===== config.mk =====
export PLATFORM = sky130hd
export DESIGN_NAME = pipe_stall_ctrl
export DESIGN_NICKNAME = d
export VERILOG_FILES = /design/src/rtl/pipe_stall_ctrl.sv
export SDC_FILE = /design/constraint.sdc
export NUM_CORES = 1
export LEC_CHECK = 0
export ABC_AREA = 1
export BUFFER_PORTS_ARGS = -buffer_cell sky130_fd_sc_hd__buf_2
export CORE_ASPECT_RATIO = 1.75
export CORE_MARGIN = 2
export CORE_UTILIZATION = 46
export CTS_CLUSTER_DIAMETER = 60
export DETAILED_ROUTE_END_ITERATION = 8
export PLACE_DENSITY = 0.91
export SETUP_SLACK_MARGIN = 0.1
export SKIP_CTS_REPAIR_TIMING = 1
export SLEW_MARGIN = 40
export SYNTH_ARGS = -nofsm -noshare
export SYNTH_HDL_FRONTEND = slang
export SYNTH_SLANG_ARGS = --single-unit

===== constraint.sdc =====
create_clock -name clk -period 3.2 [get_ports clk]
set_input_delay 0.48 -clock clk [delete_from_list [all_inputs] [get_ports clk]]
set_output_delay 0.48 -clock clk [all_outputs]
set_load 0.03 [all_outputs]

===== src/rtl/pipe_stall_ctrl.sv =====
// pipe_stall_ctrl: central stall/flush controller for the 5-stage pipeline.
// It drives the write enables and bubble (synchronous clear) controls of the
// PC and the F/D, D/X, X/M and M/W latches. It resolves, in priority order:
// writeback exceptions, multdiv waits, taken branches and load-use hazards.
// A multdiv wait is bounded by a watchdog of MD_TIMEOUT cycles.
// Optional feature macro: PIPE_CTRL_PERF_EN enables the stall_cycles counter.
//
// Handshake note: the controller has no valid/ready pairs of its own. Each
// flush output is meaningful only while the matching wren is 1. md_ready is
// a single-cycle "result valid" strobe from the multdiv unit. It is sampled
// only while a mul/div sits in X (dx_md_start=1) or while in MD_WAIT.
module pipe_stall_ctrl #(
    parameter int MD_TIMEOUT = 64
) (
    input  logic        clk,
    input  logic        reset,
    input  logic [4:0]  fd_rs,
    input  logic [4:0]  fd_rt,
    input  logic        fd_uses_rs,
    input  logic        fd_uses_rt,
    input  logic        dx_is_load,
    input  logic [4:0]  dx_rd,
    input  logic        dx_md_start,
    input  logic        md_ready,
    input  logic        dx_branch_taken,
    input  logic        mw_exception,
    output logic        pc_wren,
    output logic        fd_wren,
    output logic        dx_wren,
    output logic        xm_wren,
    output logic        mw_wren,
    output logic        fd_flush,
    output logic        dx_flush,
    output logic        xm_flush,
    output logic        md_busy,
    output logic        md_timeout,
    output logic [31:0] stall_cycles
);

    localparam int CW = $clog2(MD_TIMEOUT) + 1;
    localparam logic [CW-1:0] CNT_LAST = CW'(MD_TIMEOUT - 1);
    localparam logic [CW-1:0] CNT_ONE  = CW'(1);

    typedef enum logic [1:0] {
        ST_RUN       = 2'd0,
        ST_MD_WAIT   = 2'd1,
        ST_EXC_FLUSH = 2'd2
    } state_t;

    state_t          state_q, state_d;
    logic [CW-1:0]   cnt_q, cnt_d;
    logic            md_timeout_q, md_timeout_d;
    logic            load_use;

    // Load-use hazard: a load in X writes a register that the instruction in D reads.
    always_comb begin
        load_use = dx_is_load && (dx_rd != 5'd0) &&
                   ((fd_uses_rs && (fd_rs == dx_rd)) ||
                    (fd_uses_rt && (fd_rt == dx_rd)));
    end

    // Next state, wait counter and latch controls, resolved under fixed priority.
    always_comb begin
        state_d      = state_q;
        cnt_d        = cnt_q;
        md_timeout_d = md_timeout_q;
        pc_wren      = 1'b1;
        fd_wren      = 1'b1;
        dx_wren      = 1'b1;
        xm_wren      = 1'b1;
        mw_wren      = 1'b1;
        fd_flush     = 1'b0;
        dx_flush     = 1'b0;
        xm_flush     = 1'b0;
        md_busy      = 1'b0;

        case (state_q)
            ST_RUN: begin
                if (mw_exception) begin
                    fd_flush = 1'b1;
                    dx_flush = 1'b1;
                    xm_flush = 1'b1;
                    state_d  = ST_EXC_FLUSH;
                end else if (dx_md_start && !md_ready) begin
                    // Hold the front end; bubble into X/M while M/W drains.
                    pc_wren  = 1'b0;
                    fd_wren  = 1'b0;
                    dx_wren  = 1'b0;
                    xm_flush = 1'b1;
                    cnt_d    = CNT_ONE;
                    state_d  = ST_MD_WAIT;
                end else if (dx_branch_taken) begin
                    fd_flush = 1'b1;
                    dx_flush = 1'b1;
                end else if (load_use) begin
                    pc_wren  = 1'b0;
                    fd_wren  = 1'b0;
                    dx_flush = 1'b1;
                end
            end
            ST_MD_WAIT: begin
                md_busy = 1'b1;
                if (mw_exception) begin
                    // Exception aborts the wait.
                    fd_flush = 1'b1;
                    dx_flush = 1'b1;
                    xm_flush = 1'b1;
                    cnt_d    = '0;
                    state_d  = ST_EXC_FLUSH;
                end else if (md_ready || (cnt_q == CNT_LAST)) begin
                    // Result (or forced release) is captured into X/M this cycle.
                    cnt_d   = '0;
                    state_d = ST_RUN;
                    if (!md_ready) begin
                        md_timeout_d = 1'b1;
                    end
                end else begin
                    pc_wren  = 1'b0;
                    fd_wren  = 1'b0;
                    dx_wren  = 1'b0;
                    xm_flush = 1'b1;
                    cnt_d    = cnt_q + CNT_ONE;
                end
            end
            ST_EXC_FLUSH: begin
                // One quiet cycle after an exception flush; all events ignored.
                state_d = ST_RUN;
            end
            default: begin
                state_d = ST_RUN;
                cnt_d   = '0;
            end
        endcase

        // While reset is asserted the pipeline is frozen and nothing is flushed.
        if (!reset) begin
            pc_wren  = 1'b0;
            fd_wren  = 1'b0;
            dx_wren  = 1'b0;
            xm_wren  = 1'b0;
            mw_wren  = 1'b0;
            fd_flush = 1'b0;
            dx_flush = 1'b0;
            xm_flush = 1'b0;
            md_busy  = 1'b0;
        end
    end

    // State, wait counter and sticky timeout flag registers.
    always_ff @(posedge clk) begin
        if (!reset) begin
            state_q      <= ST_RUN;
            cnt_q        <= '0;
            md_timeout_q <= 1'b0;
        end else begin
            state_q      <= state_d;
            cnt_q        <= cnt_d;
            md_timeout_q <= md_timeout_d;
        end
    end

    assign md_timeout = md_timeout_q;

`ifdef PIPE_CTRL_PERF_EN
    logic [31:0] stall_q, stall_d;

    // Saturating count of cycles in which the PC was held.
    always_comb begin
        stall_d = stall_q;
        if (!pc_wren && (stall_q != 32'hFFFF_FFFF)) begin
            stall_d = stall_q + 32'd1;
        end
    end

    // Stall counter register, cleared only by reset.
    always_ff @(posedge clk) begin
        if (!reset) begin
            stall_q <= 32'd0;
        end else begin
            stall_q <= stall_d;
        end
    end

    assign stall_cycles = stall_q;
`else
    assign stall_cycles = 32'd0;
`endif

endmodule


==> impl_metrics.env, run 1 <==
export IMPL_status="finished clean"
export IMPL_area_growth_pct=8.381
export IMPL_synth_avg_cell_area_sq_um=6.263
export IMPL_hold_ws_ps=446.1
export IMPL_wl_um=2051
export IMPL_drc=0
export IMPL_required_ps=2720
export IMPL_synth_flop_cell="dfxtp_1"
export IMPL_synth_most_common_cell="nand2_1"
export IMPL_synthArstFlopShare_pct=0
export IMPL_clock_sinks=10
export IMPL_clock_latency_ps=240
export IMPL_p_comb_share_pct=36.6
export IMPL_leakage_uw=0.0007270
export IMPL_die_y_um=68.39
export IMPL_r2r_end="cnt_q[5]"
export IMPL_path_class="flip-flop to primary output"
export IMPL_yosysUniqueCellTypes=29
export IMPL_core_area_sq_mm=0.002273
export IMPL_max_freq_ghz=0.4441
export IMPL_swShare_pct=40.40
export IMPL_netlist_area_sq_mm=0.001090
export IMPL_rows=23
export IMPL_grt_pass1_vias=873
export IMPL_switchingPower_uw=168.3
export IMPL_ys_ff_latch=10
export IMPL_synth_top_area_cell="buf_4"
export IMPL_syn_inst=174
export IMPL_holdPathStages=2
export IMPL_clock_skew_ps=4.067
export IMPL_synth_top_area_share_pct=24.11
export IMPL_rsz0062_at_grt="no"
export IMPL_ys_top_cells_by_count="40 x nand2_1, 35 x buf_4, 27 x inv_1"
export IMPL_crit_start="cnt_q[0]"
export IMPL_fillCellCount=238
export IMPL_die_width_um=40.80
export IMPL_htreeDepth=1
export IMPL_cts_tree="yes"
export IMPL_rr_startpoint="cnt_q[0]"
export IMPL_power_density_mw_per_mm2=352.7
export IMPL_n_antenna_cell=0
export IMPL_vias=1021
export IMPL_setup_viol=0
export IMPL_grt_pass1_wl_um=3270
export IMPL_dp_cells=228
export IMPL_path_clk_slew_ps=50
export IMPL_min_delay_start="cnt_q[6]"
export IMPL_drv_slew=0
export IMPL_grtUsageTotal_pct=17.22
export IMPL_gp_congestion=0.7502
export IMPL_synth_seq_area_share_pct=18.37
export IMPL_hold_viol=0
export IMPL_finalInstanceArea_sq_mm=0.001181
export IMPL_io_buffers=33
export IMPL_finalCriticalPeriod_ps=2252
export IMPL_worstPathArrival_ps=1770
export IMPL_grt_overflow=0
export IMPL_drive_gt1_share_pct=26.70
export IMPL_finalNetCount=233
export IMPL_die_area_sq_mm=0.002790
export IMPL_fin_setup_tns_ps=0
export IMPL_wl_per_cell_um=8.879
export IMPL_boundaryPins=66
export IMPL_critPathMaxFanout=4
export IMPL_dr_pass1_iters=4
export IMPL_hold_end="cnt_q[6]"
export IMPL_clk_path_buf_depth=2
export IMPL_cts_root_buf="clkbuf_8"
export IMPL_cap_violations=0
export IMPL_end_kind="primary output"
export IMPL_power_frac_seq_pct=31.8
export IMPL_cp_start_kind="flip-flop"
export IMPL_antenna_found_initial=0
export IMPL_synth_edf_count=0
export IMPL_hpwlAfterDp_um=1787
export IMPL_vdd_drop_max_mv=0.1310
export IMPL_start_util_pct=47.94
export IMPL_placed_area_sq_mm=0.001140
export IMPL_r2r_slack_ps=1770
export IMPL_drtIter0Drc=16
export IMPL_postRouteAntennaNets=0
export IMPL_hold_class="flip-flop to flip-flop"
export IMPL_ys_warn_count=0
export IMPL_intPower_uw=248.3
export IMPL_stdcell_count=231
export IMPL_finish_utilization_pct=51.95
export IMPL_clkPwrFrac_pct=31.6
export IMPL_via_per_inst=4.420
export IMPL_post_route_period_util_pct=70.36
export IMPL_worstRegToRegCells=8
export IMPL_numCtsBuffers=3
export IMPL_grt_max_degree=9
export IMPL_synth_area_top_cells="buf_4 24%, dfxtp_1 18%, nand2_1 14%"
metrics by stage:
step / setup slack, ps / power, uW
floorplan: 917.8 / 285.6
global placement: 1195 / 285.8
detailed placement: 1191 / 287.3
CTS: 927.9 / 418.8
global route: 780.7 / 444.0
finish: 948.4 / 416.6
placed cells by master, fill, tap and decap left out, types with 2 or more instances in the layout:
cell,netlist,final
a21oi_1,6,6
buf_2,0,33
clkbuf_8,0,3
conb_1,1,32
dfxtp_1,10,10
inv_1,27,27
inv_2,2,2
nand2_1,40,40
nand2_2,5,5
nand2_4,2,2
nand3_1,5,5
nand4_1,2,2
nor2_1,18,18
nor2_2,2,2
nor3_1,2,2
nor3_2,2,2
o21ai_0,2,2
state kept, by name, summed over array words and instances, names as in the netlist:
name and cells:
md_timeout 1, state_q 2, cnt_q 7
critical path, cell delays in order, from the launching register on:
cell and delay [ps]:
dfxtp_1 370, ha_1 180, nand2_1 100, inv_1 80
nand4_1 170, nand2_2 170, a21boi_1 70, a21oi_1 170
buf_2 220
per-layer routing:
metal | wire length [um] | up-vias | global-route usage [%]
li1 | - | 525 | -
met1 | 675 | 447 | 15.13
met2 | 1170 | 44 | 33.40
met3 | 161 | 5 | 2.597
met4 | 44 | 0 | 8.750
met5 | 0 | - | 0
power by group through the flow:
stage	Combinational (uW)	Sequential, uW	Clock (uW)
after global placement	151	135	0
after CTS	153	132	133
final	152	132	132
after detailed placement	153	135	0
after floorplan	152	134	0
after global routing	171	133	141
worst max-delay path by stage:
stage | cells after the start | end | slack (ps)
floorplan | 8 | pc_wren | 920
global placement | 9 | fd_wren | 1190
detailed placement | 9 | fd_wren | 1190
CTS | 8 | pc_wren | 930
global route | 8 | pc_wren | 780
finish | 8 | fd_wren | 950
layout make-up:
cell class,count,area [sq um],area share (%)
inverter,30,115.1,9.746
tap,25,31.28,2.648
timing repair buffer,33,165.2,13.98
multi-input combinational,130,628.1,53.18
sequential,10,200.2,16.95
clock buffer,3,41.29,3.496
logic make-up after synthesis:
group	Yosys count	share of synthesized area [%]
simple gates	80	34.79
xor+xnor	2	1.608
other cells	1	0.3441
fa+ha+maj	1	1.148
buf+inv	65	34.67
compound gates	15	9.071
flops	10	18.37
No activity file was read; power rests on OpenSTA's default activity.
==> inputs of run 2 (changes only) <==
--- a/config.mk
+++ b/config.mk
@@ -9,10 +9,10 @@
 export BUFFER_PORTS_ARGS = -buffer_cell sky130_fd_sc_hd__buf_2
 export CORE_ASPECT_RATIO = 1.75
 export CORE_MARGIN = 2
-export CORE_UTILIZATION = 46
+export CORE_UTILIZATION = 39
 export CTS_CLUSTER_DIAMETER = 60
 export DETAILED_ROUTE_END_ITERATION = 8
-export PLACE_DENSITY = 0.91
+export PLACE_DENSITY = 0.82
 export SETUP_SLACK_MARGIN = 0.1
 export SKIP_CTS_REPAIR_TIMING = 1
 export SLEW_MARGIN = 40
==> constraint.sdc (replaced) <==
create_clock -name clk -period 2 [get_ports clk]
set_input_delay 0.3 -clock clk [delete_from_list [all_inputs] [get_ports clk]]
set_output_delay 0.3 -clock clk [all_outputs]
set_load 0.03 [all_outputs]
==> run 2 against run 1 <==
Utilization decreased by 4.8 points. Global-route usage down 2.8 points. Sequential share of layout area shrank 0.97 points. Hold slack worse by 96 ps. Non-clock buffer count increased by 2. First-iteration DRC count shrank 25%. Via count up 1.7%. Die area up 16%. Critical path type unchanged. Cell count up 2.2%. Worst setup slack worse by 860 ps. Count of clock-buffer cells in the layout grew 1. Critical path depth did not move.
==> impl_metrics.env, run 2 (synthesized netlist as in run 1, its figures left out) <==
export IMPL_r2r_slack_ps=690
export IMPL_multiInputGateArea_sq_um=664.4
export IMPL_grtUsageTotal_pct=14.42
export IMPL_min_delay_start="reset"
export IMPL_clock_sinks=10
export IMPL_finalNetCount=235
export IMPL_power_density_mw_per_mm2=580.2
export IMPL_die_y_um=73.93
export IMPL_grt_max_degree=9
export IMPL_largest_register_ffs=7
export IMPL_leakage_uw=0.0007638
export IMPL_via_per_inst=4.398
export IMPL_clock_skew_ps=1.312
export IMPL_start_util_pct=40.51
export IMPL_rsz0062_at_grt="yes"
export IMPL_dr_pass1_iters=3
export IMPL_vias=1038
export IMPL_path_clk_slew_ps=50
export IMPL_core_area_sq_mm=0.002690
export IMPL_required_ps=1700
export IMPL_rows=25
export IMPL_cap_violations=0
export IMPL_rr_startpoint="cnt_q[1]"
export IMPL_cts_tree="yes"
export IMPL_cp_start_kind="flip-flop"
export IMPL_finalCriticalPeriod_ps=1908
export IMPL_setup_viol=0
export IMPL_hold_viol=0
export IMPL_end_kind="primary output"
export IMPL_wl_per_cell_um=9.479
export IMPL_die_width_um=43.96
export IMPL_hold_ws_ps=350.5
export IMPL_gp_congestion=0.8214
export IMPL_fillCellCount=300
export IMPL_postRouteAntennaNets=0
export IMPL_status="finished clean"
export IMPL_mostFrequentLayoutCell="nand2_1"
export IMPL_cts_root_buf="clkbuf_8"
export IMPL_hold_class="input pin to flip-flop"
export IMPL_clk_path_buf_depth=2
export IMPL_n_antenna_cell=0
export IMPL_critPathMaxFanout=4
export IMPL_hpwlAfterDp_um=1813
export IMPL_max_flop_register="cnt_q"
export IMPL_drv_slew=0
export IMPL_post_route_period_util_pct=95.42
export IMPL_htreeDepth=1
export IMPL_boundaryPins=66
export IMPL_vdd_drop_max_mv=0.2123
export IMPL_worstPathArrival_ps=1610
export IMPL_grt_overflow=0
export IMPL_dp_cells=230
export IMPL_path_class="flip-flop to primary output"
export IMPL_most_common_layout_cells="39 x nand2_1, 32 x conb_1, 29 x buf_2, 26 x inv_1, 18 x nor2_1"
export IMPL_crit_start="cnt_q[1]"
export IMPL_grt_pass1_vias=909
export IMPL_stdcell_count=236
export IMPL_drtIter0Drc=12
export IMPL_antenna_found_initial=0
export IMPL_drive_gt1_share_pct=31.58
export IMPL_numCtsBuffers=3
export IMPL_max_freq_ghz=0.5240
export IMPL_finish_utilization_pct=47.16
export IMPL_wl_um=2237
export IMPL_grt_pass1_wl_um=3463
export IMPL_clock_latency_ps=240
export IMPL_die_area_sq_mm=0.003250
export IMPL_seq_area_sq_um=202.7
export IMPL_drc=0
export IMPL_area_growth_pct=16.42
export IMPL_io_buffers=33
-- run 2: final cells by class --
class | count | area share [%]
clock buffer | 4 | 4.339
multi-input combinational | 130 | 52.37
sequential | 10 | 15.98
inverter | 30 | 9.073
tap | 27 | 2.663
timing repair buffer | 35 | 15.58
-- run 2: final timing paths --
kind	endpoint	cells past startpoint
worst max-delay path	pc_wren	8
worst min-delay path	state_q[1]	3
worst max register to register	cnt_q[5]	8
worst min register to register	md_timeout	2
-- run 2: critical path: stages, from the launching register on --
cell      delay, ps
dfxtp_2         360
ha_4            160
nand2_4          60
inv_2            60
nand4_1         140
nand2_2         160
a21boi_2         70
a21oi_2         190
buf_6           160
-- run 2: routing by layer --
metal / global-route usage, % / vias to the layer above / wire [um]
li1: - / 527 / -
met1: 13.69 / 453 / 759
met2: 27.29 / 51 / 1210
met3: 2.427 / 7 / 200
met4: 9.091 / 0 / 66
met5: 0 / - / 0
-- run 2: stage by stage --
step | area, sq um | setup slack [ps] | power, uW | setup TNS (ps)
2_1_floorplan | 1214 | 121.4 | 459.5 | 0
3_3_place_gp | 1150 | 298.4 | 461.0 | 0
3_5_place_dp | 1150 | 269.8 | 463.3 | 0
4_1_cts | 1205 | -27.41 | 725.9 | -53.49
5_1_grt | 1269 | -12.74 | 774.8 | -24.20
6_report | 1269 | 91.54 | 736.1 | 0
-- run 2: report_power, final --
part | internal (uW) | total (uW) | switching, uW
Sequential | 206 | 215 | 8.29
Combinational | 70.6 | 261 | 191
Clock | 174 | 260 | 86.7
Total | 450 | 736 | 286
==> inputs of run 3 (changes only) <==
==> constraint.sdc (replaced) <==
create_clock -name clk -period 2 [get_ports clk]
set_input_delay 0.4 -clock clk [delete_from_list [all_inputs] [get_ports clk]]
set_output_delay 0.4 -clock clk [all_outputs]
set_load 0.03 [all_outputs]
==> run 3 against run 2 <==
Cell area grew 1.4%. Global-route usage grew 0.44 points. Clock skew about the same. Power increased by 1.3%. Maximum frequency fell by 4.4%. Hold slack gained 98 ps. First-iteration DRC count grew 58%. Count of clock-buffer cells in the layout unchanged. Utilization up 0.65 points. Wire length up 11%.
==> impl_metrics.env, run 3 (synthesized netlist as in run 1, its figures left out) <==
export IMPL_critPathMaxFanout=4
export IMPL_cts_root_buf="clkbuf_8"
export IMPL_numCtsBuffers=3
export IMPL_max_freq_ghz=0.5010
export IMPL_seq_area_sq_um=210.2
export IMPL_clock_skew_ps=1.331
export IMPL_grt_max_degree=8
export IMPL_grt_overflow=0
export IMPL_grtUsageTotal_pct=14.86
export IMPL_hold_ws_ps=448.9
export IMPL_rows=25
export IMPL_via_per_inst=4.363
export IMPL_grt_pass1_vias=960
export IMPL_status="finished clean"
export IMPL_clock_sinks=10
export IMPL_hold_viol=0
export IMPL_vias=1034
export IMPL_antenna_found_initial=0
export IMPL_multiInputGateArea_sq_um=666.9
export IMPL_worstRegToRegCells=9
export IMPL_wl_um=2480
export IMPL_hold_class="input pin to flip-flop"
export IMPL_rsz0062_at_grt="yes"
export IMPL_largest_register_ffs=7
export IMPL_leakage_uw=0.0007710
export IMPL_finalNetCount=236
export IMPL_hold_end="state_q[1]"
export IMPL_setup_slack_ps=3.849
export IMPL_r2r_slack_ps=580
export IMPL_postRouteAntennaNets=0
export IMPL_cp_start_kind="flip-flop"
export IMPL_cap_violations=0
export IMPL_core_area_sq_mm=0.002690
export IMPL_n_antenna_cell=0
export IMPL_required_ps=1600
export IMPL_gp_congestion=0.8567
export IMPL_setup_viol=0
export IMPL_most_common_layout_cells="38 x nand2_1, 32 x conb_1, 29 x buf_2, 26 x inv_1, 18 x nor2_1"
export IMPL_drc=0
export IMPL_pre_cts_ws_ps=148.5
export IMPL_area_growth_pct=18.02
export IMPL_drive_gt1_share_pct=33.33
export IMPL_worstPathArrival_ps=1600
export IMPL_min_delay_start="reset"
export IMPL_finalCriticalPeriod_ps=1996
export IMPL_holdPathStages=3
export IMPL_max_flop_register="cnt_q"
export IMPL_cts_tree="yes"
export IMPL_drv_slew=0
export IMPL_die_width_um=43.96
export IMPL_clk_path_buf_depth=2
export IMPL_end_kind="primary output"
export IMPL_wl_per_cell_um=10.46
export IMPL_hpwlAfterDp_um=1924
export IMPL_path_clk_slew_ps=50
export IMPL_mostFrequentLayoutCell="nand2_1"
export IMPL_die_area_sq_mm=0.003250
export IMPL_io_buffers=33
export IMPL_vdd_drop_max_mv=0.2325
export IMPL_start_util_pct=40.51
export IMPL_boundaryPins=66
export IMPL_die_y_um=73.93
export IMPL_rr_startpoint="cnt_q[0]"
export IMPL_r2r_end="cnt_q[3]"
export IMPL_grt_pass1_wl_um=3636
export IMPL_fillCellCount=296
export IMPL_drtIter0Drc=19
export IMPL_power_density_mw_per_mm2=579.8
export IMPL_post_route_period_util_pct=99.81
export IMPL_dr_pass1_iters=3
export IMPL_path_class="flip-flop to primary output"
export IMPL_clock_latency_ps=240
export IMPL_htreeDepth=1
## run 3: changes by cell type in the layout (fill, tap and decap cells not counted), sizes merged
cell and change:
buf +2, clkbuf -1
## run 3: stage by stage
stage	util, %	instances	instance area (sq um)	total power [uW]	setup TNS [ps]
2_1_floorplan	-	205	1214	459.5	0
3_5_place_dp	43.02	231	1157	466.3	0
5_1_grt	47.81	237	1286	779.3	-187.9
6_report	47.81	237	1286	745.8	0
3_3_place_gp	43.02	231	1157	463.3	0
4_1_cts	45.07	235	1212	728.6	-308.8
## run 3: worst max-delay path, cell delays in order, from the launching register on
cell,delay [ps]
dfxtp_4,370
ha_4,150
nand2_4,60
inv_2,70
nand4_1,130
nand2_2,150
a21boi_2,60
a21oi_2,190
buf_6,160
## run 3: worst max path at each step
stage	from	to	slack, ps	cells past startpoint
2_1_floorplan	cnt_q[0]	pc_wren	20	8
3_3_place_gp	cnt_q[0]	fd_wren	190	8
3_5_place_dp	cnt_q[0]	pc_wren	150	8
4_1_cts	cnt_q[0]	pc_wren	-130	8
5_1_grt	cnt_q[0]	fd_wren	-80	8
6_report	cnt_q[0]	pc_wren	4	8
## run 3: cell type report
class,count,area share (%)
clock buffer,4,4.280
inverter,30,8.949
sequential,10,16.34
multi-input combinational,130,51.85
tap,27,2.626
timing repair buffer,36,15.95
## run 3: report_power, final
part	leakage, uW	switching [uW]	internal, uW
Clock	0.0000288	90.0	174
Combinational	0.000659	194	72.4
Sequential	0.0000833	10.1	206
## run 3: layer usage
layer	up-vias	GRT usage (%)	wire length, um
li1	533	-	-
met1	447	14.14	849
met2	49	28.27	1416
met3	5	1.942	174
met4	0	9.764	39
met5	-	0	0
